--- src/rtl/cpu_pkg.sv ---
// cpu_pkg: shared widths, PC command encodings, fetch FSM states and FIFO entry type
package cpu_pkg;
    localparam int ADDR_W = 16;
    localparam int INSTR_W = 16;
    localparam logic [1:0] PC_CMD_HOLD = 2'b00;
    localparam logic [1:0] PC_CMD_INC = 2'b01;
    localparam logic [1:0] PC_CMD_LOAD = 2'b10;
    localparam logic [1:0] PC_CMD_CLR = 2'b11;
    typedef enum logic [2:0] {FS_INIT, FS_SETTLE, FS_REQ, FS_WAIT, FS_STALL} fetch_state_t;
    typedef struct packed {
        logic [ADDR_W-1:0] pc;
        logic [INSTR_W-1:0] data;
    } fetch_entry_t;
endpackage

--- src/rtl/instr_fetch_ctrl_if.sv ---
// instr_fetch_ctrl_if: instruction-memory read bus and decode-side instruction stream
interface instr_fetch_ctrl_if;
    import cpu_pkg::*;
    logic imem_req;
    logic [ADDR_W-1:0] imem_addr;
    logic imem_gnt;
    logic imem_rvalid;
    logic [INSTR_W-1:0] imem_rdata;
    logic ir_valid;
    logic [INSTR_W-1:0] ir_data;
    logic [ADDR_W-1:0] ir_pc;
    logic ir_ready;
    modport master (
        output imem_req, imem_addr, ir_valid, ir_data, ir_pc,
        input imem_gnt, imem_rvalid, imem_rdata, ir_ready
    );
    modport slave (
        input imem_req, imem_addr, ir_valid, ir_data, ir_pc,
        output imem_gnt, imem_rvalid, imem_rdata, ir_ready
    );
endinterface

--- src/rtl/fetch_fifo.sv ---
// fetch_fifo: show-ahead prefetch FIFO with registered head, same-cycle push/pop and flush
module fetch_fifo
    import cpu_pkg::*;
#(
    parameter int DEPTH = 4,
    localparam int AW = $clog2(DEPTH)
) (
    input  logic clk,
    input  logic rst_n,
    input  logic push,
    input  logic pop,
    input  logic flush,
    input  logic [ADDR_W-1:0] in_pc,
    input  logic [INSTR_W-1:0] in_data,
    output logic [AW:0] count,
    output logic head_valid,
    output logic [INSTR_W-1:0] head_data,
    output logic [ADDR_W-1:0] head_pc
);
    localparam logic [AW:0] FULL = (AW+1)'(DEPTH);
    fetch_entry_t mem [DEPTH];
    fetch_entry_t head, head_nxt, in_e;
    logic [AW-1:0] rd_ptr, wr_ptr, rd_nxt;
    logic [AW:0] cnt_nxt;
    logic do_push, do_pop;
    always_comb begin
        in_e = '{pc: in_pc, data: in_data};
        do_pop = pop & (count != '0) & ~flush;
        do_push = push & ~flush & ((count != FULL) | do_pop);
        rd_nxt = rd_ptr + AW'(do_pop);
        cnt_nxt = count + (AW+1)'(do_push) - (AW+1)'(do_pop);
        // the new head bypasses storage when it is the word being written this cycle
        head_nxt = (do_push && wr_ptr == rd_nxt) ? in_e : mem[rd_nxt];
    end
    always_ff @(posedge clk)
        if (do_push) mem[wr_ptr] <= in_e;
    always_ff @(posedge clk or negedge rst_n)
        if (!rst_n) begin
            rd_ptr <= '0;
            wr_ptr <= '0;
            count <= '0;
            head_valid <= 1'b0;
            head <= '0;
        end else if (flush) begin
            rd_ptr <= '0;
            wr_ptr <= '0;
            count <= '0;
            head_valid <= 1'b0;
        end else begin
            rd_ptr <= rd_nxt;
            wr_ptr <= wr_ptr + AW'(do_push);
            count <= cnt_nxt;
            head_valid <= cnt_nxt != '0;
            if (cnt_nxt != '0) head <= head_nxt;
        end
    assign head_data = head.data;
    assign head_pc = head.pc;
endmodule

--- src/rtl/instr_fetch_ctrl.sv ---
// instr_fetch_ctrl: drives the PC command port and fetches words over req/gnt/rvalid into a prefetch FIFO
module instr_fetch_ctrl
    import cpu_pkg::*;
#(
    parameter int FIFO_DEPTH = 4
) (
    input  logic clk,
    input  logic rst_n,
    output logic [1:0] pc_cmd,
    output logic [ADDR_W-1:0] pc_target,
    input  logic [ADDR_W-1:0] pc_addr,
    input  logic redirect_valid,
    input  logic [ADDR_W-1:0] redirect_addr,
    input  logic restart,
    instr_fetch_ctrl_if.master bus
);
    localparam int AW = $clog2(FIFO_DEPTH);
    localparam logic [AW:0] FULL = (AW+1)'(FIFO_DEPTH);
    fetch_state_t state, state_nxt;
    logic outstanding, drop, out_nxt, drop_nxt;
    logic flush, push, pop, req, gnt_ok;
    logic [1:0] cmd;
    logic [AW:0] count, cnt_after;
    logic [ADDR_W-1:0] req_addr;
    always_comb begin
        flush = restart | redirect_valid;
        pop = bus.ir_valid & bus.ir_ready & ~flush;
        push = (state == FS_WAIT) & bus.imem_rvalid & ~drop & ~flush;
        cnt_after = count + (AW+1)'(push) - (AW+1)'(pop);
        // a dropped response must come back before a new request may be granted
        req = (state == FS_REQ) & ~drop & ~flush;
        gnt_ok = req & bus.imem_gnt;
        cmd = restart ? PC_CMD_CLR : redirect_valid ? PC_CMD_LOAD :
              (state == FS_INIT) ? PC_CMD_CLR : gnt_ok ? PC_CMD_INC : PC_CMD_HOLD;
        out_nxt = ~flush & (gnt_ok | (outstanding & ~bus.imem_rvalid));
        drop_nxt = (drop | (flush & outstanding)) & ~bus.imem_rvalid;
        state_nxt = state;
        if (flush) state_nxt = FS_SETTLE;
        else
            case (state)
                FS_INIT: state_nxt = FS_SETTLE;
                FS_SETTLE: state_nxt = (count < FULL) ? FS_REQ : FS_STALL;
                FS_REQ: state_nxt = gnt_ok ? FS_WAIT : FS_REQ;
                FS_WAIT: state_nxt = !bus.imem_rvalid ? FS_WAIT : (cnt_after < FULL) ? FS_REQ : FS_STALL;
                FS_STALL: state_nxt = pop ? FS_REQ : FS_STALL;
                default: state_nxt = FS_INIT;
            endcase
    end
    always_ff @(posedge clk or negedge rst_n)
        if (!rst_n) begin
            state <= FS_INIT;
            outstanding <= 1'b0;
            drop <= 1'b0;
            req_addr <= '0;
        end else begin
            state <= state_nxt;
            outstanding <= out_nxt;
            drop <= drop_nxt;
            if (gnt_ok) req_addr <= pc_addr;
        end
    // the PC has no reset of its own, so nothing reaches it while we are held in reset
    assign pc_cmd = rst_n ? cmd : PC_CMD_HOLD;
    assign pc_target = (rst_n & ~restart & redirect_valid) ? redirect_addr : '0;
    assign bus.imem_req = req;
    assign bus.imem_addr = req ? pc_addr : '0;
    fetch_fifo #(.DEPTH(FIFO_DEPTH)) u_fifo (
        .clk(clk),
        .rst_n(rst_n),
        .push(push),
        .pop(pop),
        .flush(flush),
        .in_pc(req_addr),
        .in_data(bus.imem_rdata),
        .count(count),
        .head_valid(bus.ir_valid),
        .head_data(bus.ir_data),
        .head_pc(bus.ir_pc)
    );
endmodule

--- src/flat_wrapper.sv ---
// flat-port wrapper written by rule: the top's interface ports become plain ports
module instr_fetch_ctrl_flat import cpu_pkg::*;
#(
    parameter int FIFO_DEPTH = 4
)
  (clk, rst_n, pc_cmd, pc_target, pc_addr, redirect_valid, redirect_addr, restart, bus_imem_req, bus_imem_addr, bus_ir_valid, bus_ir_data, bus_ir_pc, bus_imem_gnt, bus_imem_rvalid, bus_imem_rdata, bus_ir_ready);
  instr_fetch_ctrl_if bus_i ();
  input  logic clk;
  input  logic rst_n;
  output logic [1:0] pc_cmd;
  output logic [ADDR_W-1:0] pc_target;
  input  logic [ADDR_W-1:0] pc_addr;
  input  logic redirect_valid;
  input  logic [ADDR_W-1:0] redirect_addr;
  input  logic restart;
  output wire logic [$bits(bus_i.imem_req)-1:0] bus_imem_req;
  output wire logic [$bits(bus_i.imem_addr)-1:0] bus_imem_addr;
  output wire logic [$bits(bus_i.ir_valid)-1:0] bus_ir_valid;
  output wire logic [$bits(bus_i.ir_data)-1:0] bus_ir_data;
  output wire logic [$bits(bus_i.ir_pc)-1:0] bus_ir_pc;
  input wire logic [$bits(bus_i.imem_gnt)-1:0] bus_imem_gnt;
  input wire logic [$bits(bus_i.imem_rvalid)-1:0] bus_imem_rvalid;
  input wire logic [$bits(bus_i.imem_rdata)-1:0] bus_imem_rdata;
  input wire logic [$bits(bus_i.ir_ready)-1:0] bus_ir_ready;
  assign bus_imem_req = bus_i.imem_req;
  assign bus_imem_addr = bus_i.imem_addr;
  assign bus_ir_valid = bus_i.ir_valid;
  assign bus_ir_data = bus_i.ir_data;
  assign bus_ir_pc = bus_i.ir_pc;
  assign bus_i.imem_gnt = bus_imem_gnt;
  assign bus_i.imem_rvalid = bus_imem_rvalid;
  assign bus_i.imem_rdata = bus_imem_rdata;
  assign bus_i.ir_ready = bus_ir_ready;
  instr_fetch_ctrl #(.FIFO_DEPTH(FIFO_DEPTH)) u_core (.clk(clk), .rst_n(rst_n), .pc_cmd(pc_cmd), .pc_target(pc_target), .pc_addr(pc_addr), .redirect_valid(redirect_valid), .redirect_addr(redirect_addr), .restart(restart), .bus(bus_i));
endmodule
--- config.mk ---
export PLATFORM = sky130hd
export DESIGN_NAME = instr_fetch_ctrl_flat
export DESIGN_NICKNAME = d
export VERILOG_FILES = /design/src/rtl/cpu_pkg.sv /design/src/rtl/instr_fetch_ctrl_if.sv /design/src/rtl/fetch_fifo.sv /design/src/rtl/instr_fetch_ctrl.sv /design/src/flat_wrapper.sv
export SDC_FILE = /design/constraint.sdc
export NUM_CORES = 1
export LEC_CHECK = 0
export CAP_MARGIN = 20
export CORE_AREA = 3 3 112 157
export CTS_BUF_LIST = sky130_fd_sc_hd__clkbuf_16
export CTS_CLUSTER_DIAMETER = 200
export DETAILED_ROUTE_END_ITERATION = 16
export DIE_AREA = 0 0 115 160
export PLACE_DENSITY = 0.76
export SYNTH_ARGS = -nofsm -noshare
export SYNTH_HDL_FRONTEND = slang
export SYNTH_SLANG_ARGS = --single-unit
--- constraint.sdc ---
create_clock -name clk -period 4.1 [get_ports clk]
set_input_delay 0.615 -clock clk [delete_from_list [all_inputs] [get_ports clk]]
set_output_delay 0.615 -clock clk [all_outputs]
set_load 0.01 [all_outputs]
==> run summary <==
status -> complete, no violations
CP endpoint kind -> register
DRT Wirelength -> 18600 um
top cells by area in the synthesized netlist -> edfxtp_1 (48%), dfrtp_1 (19%), mux4_2 (9.0%), nand4_1 (2.5%), a31oi_1 (2.1%)
top_reg_cell synth -> edfxtp_1
Post-Route Setup TNS -> 0 ns
Netlist cell types -> 47
Tcrit/Tclk final -> 0.869
slowest CP cell -> clkdlybuf4s50_1
final core occ -> 0.621
Crit Reg-Reg Startpoint -> u_core.u_fifo.count[1]
VDD IR max -> 0.000320 V
Hold Crit Class -> in -> async
setup bufs post-CTS -> 0
Syn. warnings -> 0
clock sinks -> 189
Max Fclk -> 281 MHz
die area -> 18400 um^2
post-cts hold buffer count -> 1
CTS tree -> yes
synthesized flop and latch total -> 189
buffers added on ports -> 122
Clock Skew -> 0.0157 ns
CORE AREA -> 16200 um^2
WL/cell -> 21.9 um
grt total ovfl -> 0
Die Wd -> 115 um
Die H -> 160 um
Clock Tree Buf Depth -> 2
post-DP HPWL -> 11600 um
post-synth top area share -> 0.482
max_slew headroom -> 0.412
Post-synth EDFFs -> 128
WP data arrival -> 3.89 ns
Hold Slack -> 0.532 ns
Via density -> 5.93
standard-cell rows -> 55
number of gates resized after cts -> 0
root buf cell -> clkbuf_16
Leak -> 3.61 nW
Period minus WS final -> 3.56 ns
power density over the cells -> 424 nW/um^2
area leader, netlist -> edfxtp_1
Max Slew Vio Count -> 0
element type at the critical path start -> input port
Synth Cell Area -> 7980 um^2
CP Class -> in -> reg
Max Cap Viol -> 0
diode count -> 0
placed cell count -> 816
Residual DRC -> 0
total track usage -> 0.212
syn nets -> 572
number of setup violations in the final report -> 0
initial antenna violation count -> 0
largest fanout on the critical path -> 30
most frequent cells in the layout -> edfxtp_1 (128), clkdlybuf4s50_1 (121), dfrtp_1 (61), nor2_1 (34)
Post-Layout Cell Count -> 849
first-pass GRT wire length -> 29800 um
ys async rst share -> 0.323
most common cell after layout, fill and taps aside -> edfxtp_1
CTS H-tree lvls -> 4
CP peak stage delay -> 0.50 ns
RD Place Congestion -> 0.834
sequential area share after synthesis -> 0.673
vias in the first global route -> 5470
starting density of the core -> 0.491
Critical Path RT -> 4.42 ns
worst slew pin tran -> 0.881 ns
Worst-Skew Late Latency -> 0.43 ns
Mean Syn Cell Area -> 15.6 um^2
Reg clk slew, reported paths -> 0.07 ns
RSZ-0062 raised after global routing -> no
post-route ant nets -> 0
Final Hold Viols -> 0
largest net degree at the start of global routing -> 60
fill count -> 1157
CP startpoint -> restart
Critical Path, Cell by Cell -> clkdlybuf4s50_1 -> nor2_2 -> nand3_1 -> inv_2 -> o211ai_4 -> ha_1 -> inv_1 -> ha_1 -> inv_1 -> fa_1 -> xnor3_1 -> a31oi_4 -> buf_4 -> nor2_1 -> a31oi_1
P&R area growth vs syn -> 26.6%
Gate Count Post-Synth -> 510
first-iteration detailed-routing DRC count -> 430
share of layout cells above drive strength 1 -> 0.197
first-pass detailed-route iteration total -> 7
Num CTS Buffers -> 17
Total Nets Final -> 699
IO Count -> 123
via count -> 5033
-- path summary, 6_finish.rpt --
kind / to / slack (ns) / cells after the start
setup / recovery: u_core.u_fifo.head_data[9] / 0.54 / 15
hold / removal: u_core.outstanding / 0.53 / 2
setup reg to reg: u_core.u_fifo.head_data[9] / 0.77 / 12
hold reg to reg: u_core.drop / 0.54 / 2
max in group asynchronous: u_core.u_fifo.head_pc[8] / 2.56 / 3
min in group clk: u_core.drop / 0.54 / 2
-- report_power, final --
| part | total [mW] | switching, mW | internal, mW | leakage [nW] |
|---|---|---|---|---|
| sequential | 2.24 | 0.0885 | 2.15 | 1.97 |
| clock | 1.60 | 0.698 | 0.899 | 0.289 |
| combinational | 0.440 | 0.181 | 0.259 | 1.36 |
| total | 4.28 | 0.968 | 3.31 | 3.61 |
-- per-layer routing --
metal | part of all wire | up-vias | track usage
met2 | 0.53 | 234 | 0.355
li1 | - | 2242 | -
met3 | 0.065 | 21 | 0.0402
met4 | 0.015 | 0 | 0.0678
met1 | 0.39 | 2536 | 0.278
met5 | 0 | - | 0
-- cell families after synthesis --
family,after synthesis,share of synthesized area
flip-flops,189,0.673
multiplexers,48,0.113
AO/OA/AOI/OAI,80,0.0671
XOR/XNOR,7,0.0111
buffers and inverters,45,0.0273
AND/OR/NAND/NOR,134,0.0962
adder cells (fa/ha/maj),7,0.0119
-- final cells by class --
class / instances / area, um^2 / area share
Sequential cell: 189 / 5370 / 0.532
Multi-Input combinational cell: 276 / 2460 / 0.243
Timing Repair Buffer: 144 / 1410 / 0.140
Clock buffer: 17 / 425 / 0.0421
Tap cell: 199 / 249 / 0.0247
Clock inverter: 15 / 146 / 0.0145
Inverter: 9 / 33.8 / 0.00335
-- sequential cells by signal, summed over array words and instances (netlist names), 2 cells and up --
register and count:
u_core.req_addr 16, u_core.state 3, u_core.u_fifo.count 3, u_core.u_fifo.head_data 16
u_core.u_fifo.head_pc 16, u_core.u_fifo.mem 128, u_core.u_fifo.rd_ptr 2, u_core.u_fifo.wr_ptr 2
-- metrics by stage --
stage	instance area, um^2	worst slack [ns]	total power [mW]
detailed placement	9510	0.137	2.72
global route	10100	0.285	4.43
floorplan	7980	0.0592	2.42
global placement	9510	0.402	2.70
CTS	10100	0.576	4.31
finish	10100	0.538	4.28
-- critical path, delay by kind of cell --
family | cells | cell delay (ns)
xor gates and xnor gates | 1 | 0.25
and+or+nand+nor | 3 | 0.51
adders and majority gates | 3 | 0.83
buffers and inverters | 5 | 1.11
AOI/OAI and AO/OA | 3 | 0.55
-- synthesized netlist by cell type, types with 2 or more instances --
library cell and n:
a31oi_1 27, and2_1 20, nor2_2 8, buf_4 3, nand4_1 32, o21ai_0 27
ha_1 6, nor2_1 35, nor3b_1 2, nor3_1 3, o21a_1 2, buf_2 17
xnor2_1 3, inv_1 7, a21oi_1 4, clkbuf_1 13, xnor3_1 2, inv_2 2
o21ai_1 7, a31oi_2 7, xor2_1 2, edfxtp_1 128, and3_1 17, nand3_1 3
mux2_2 11, dfrtp_1 61, nand2_1 5, mux4_2 32, mux2_1 5, buf_6 2
No activity file was read; power rests on OpenSTA's default activity.
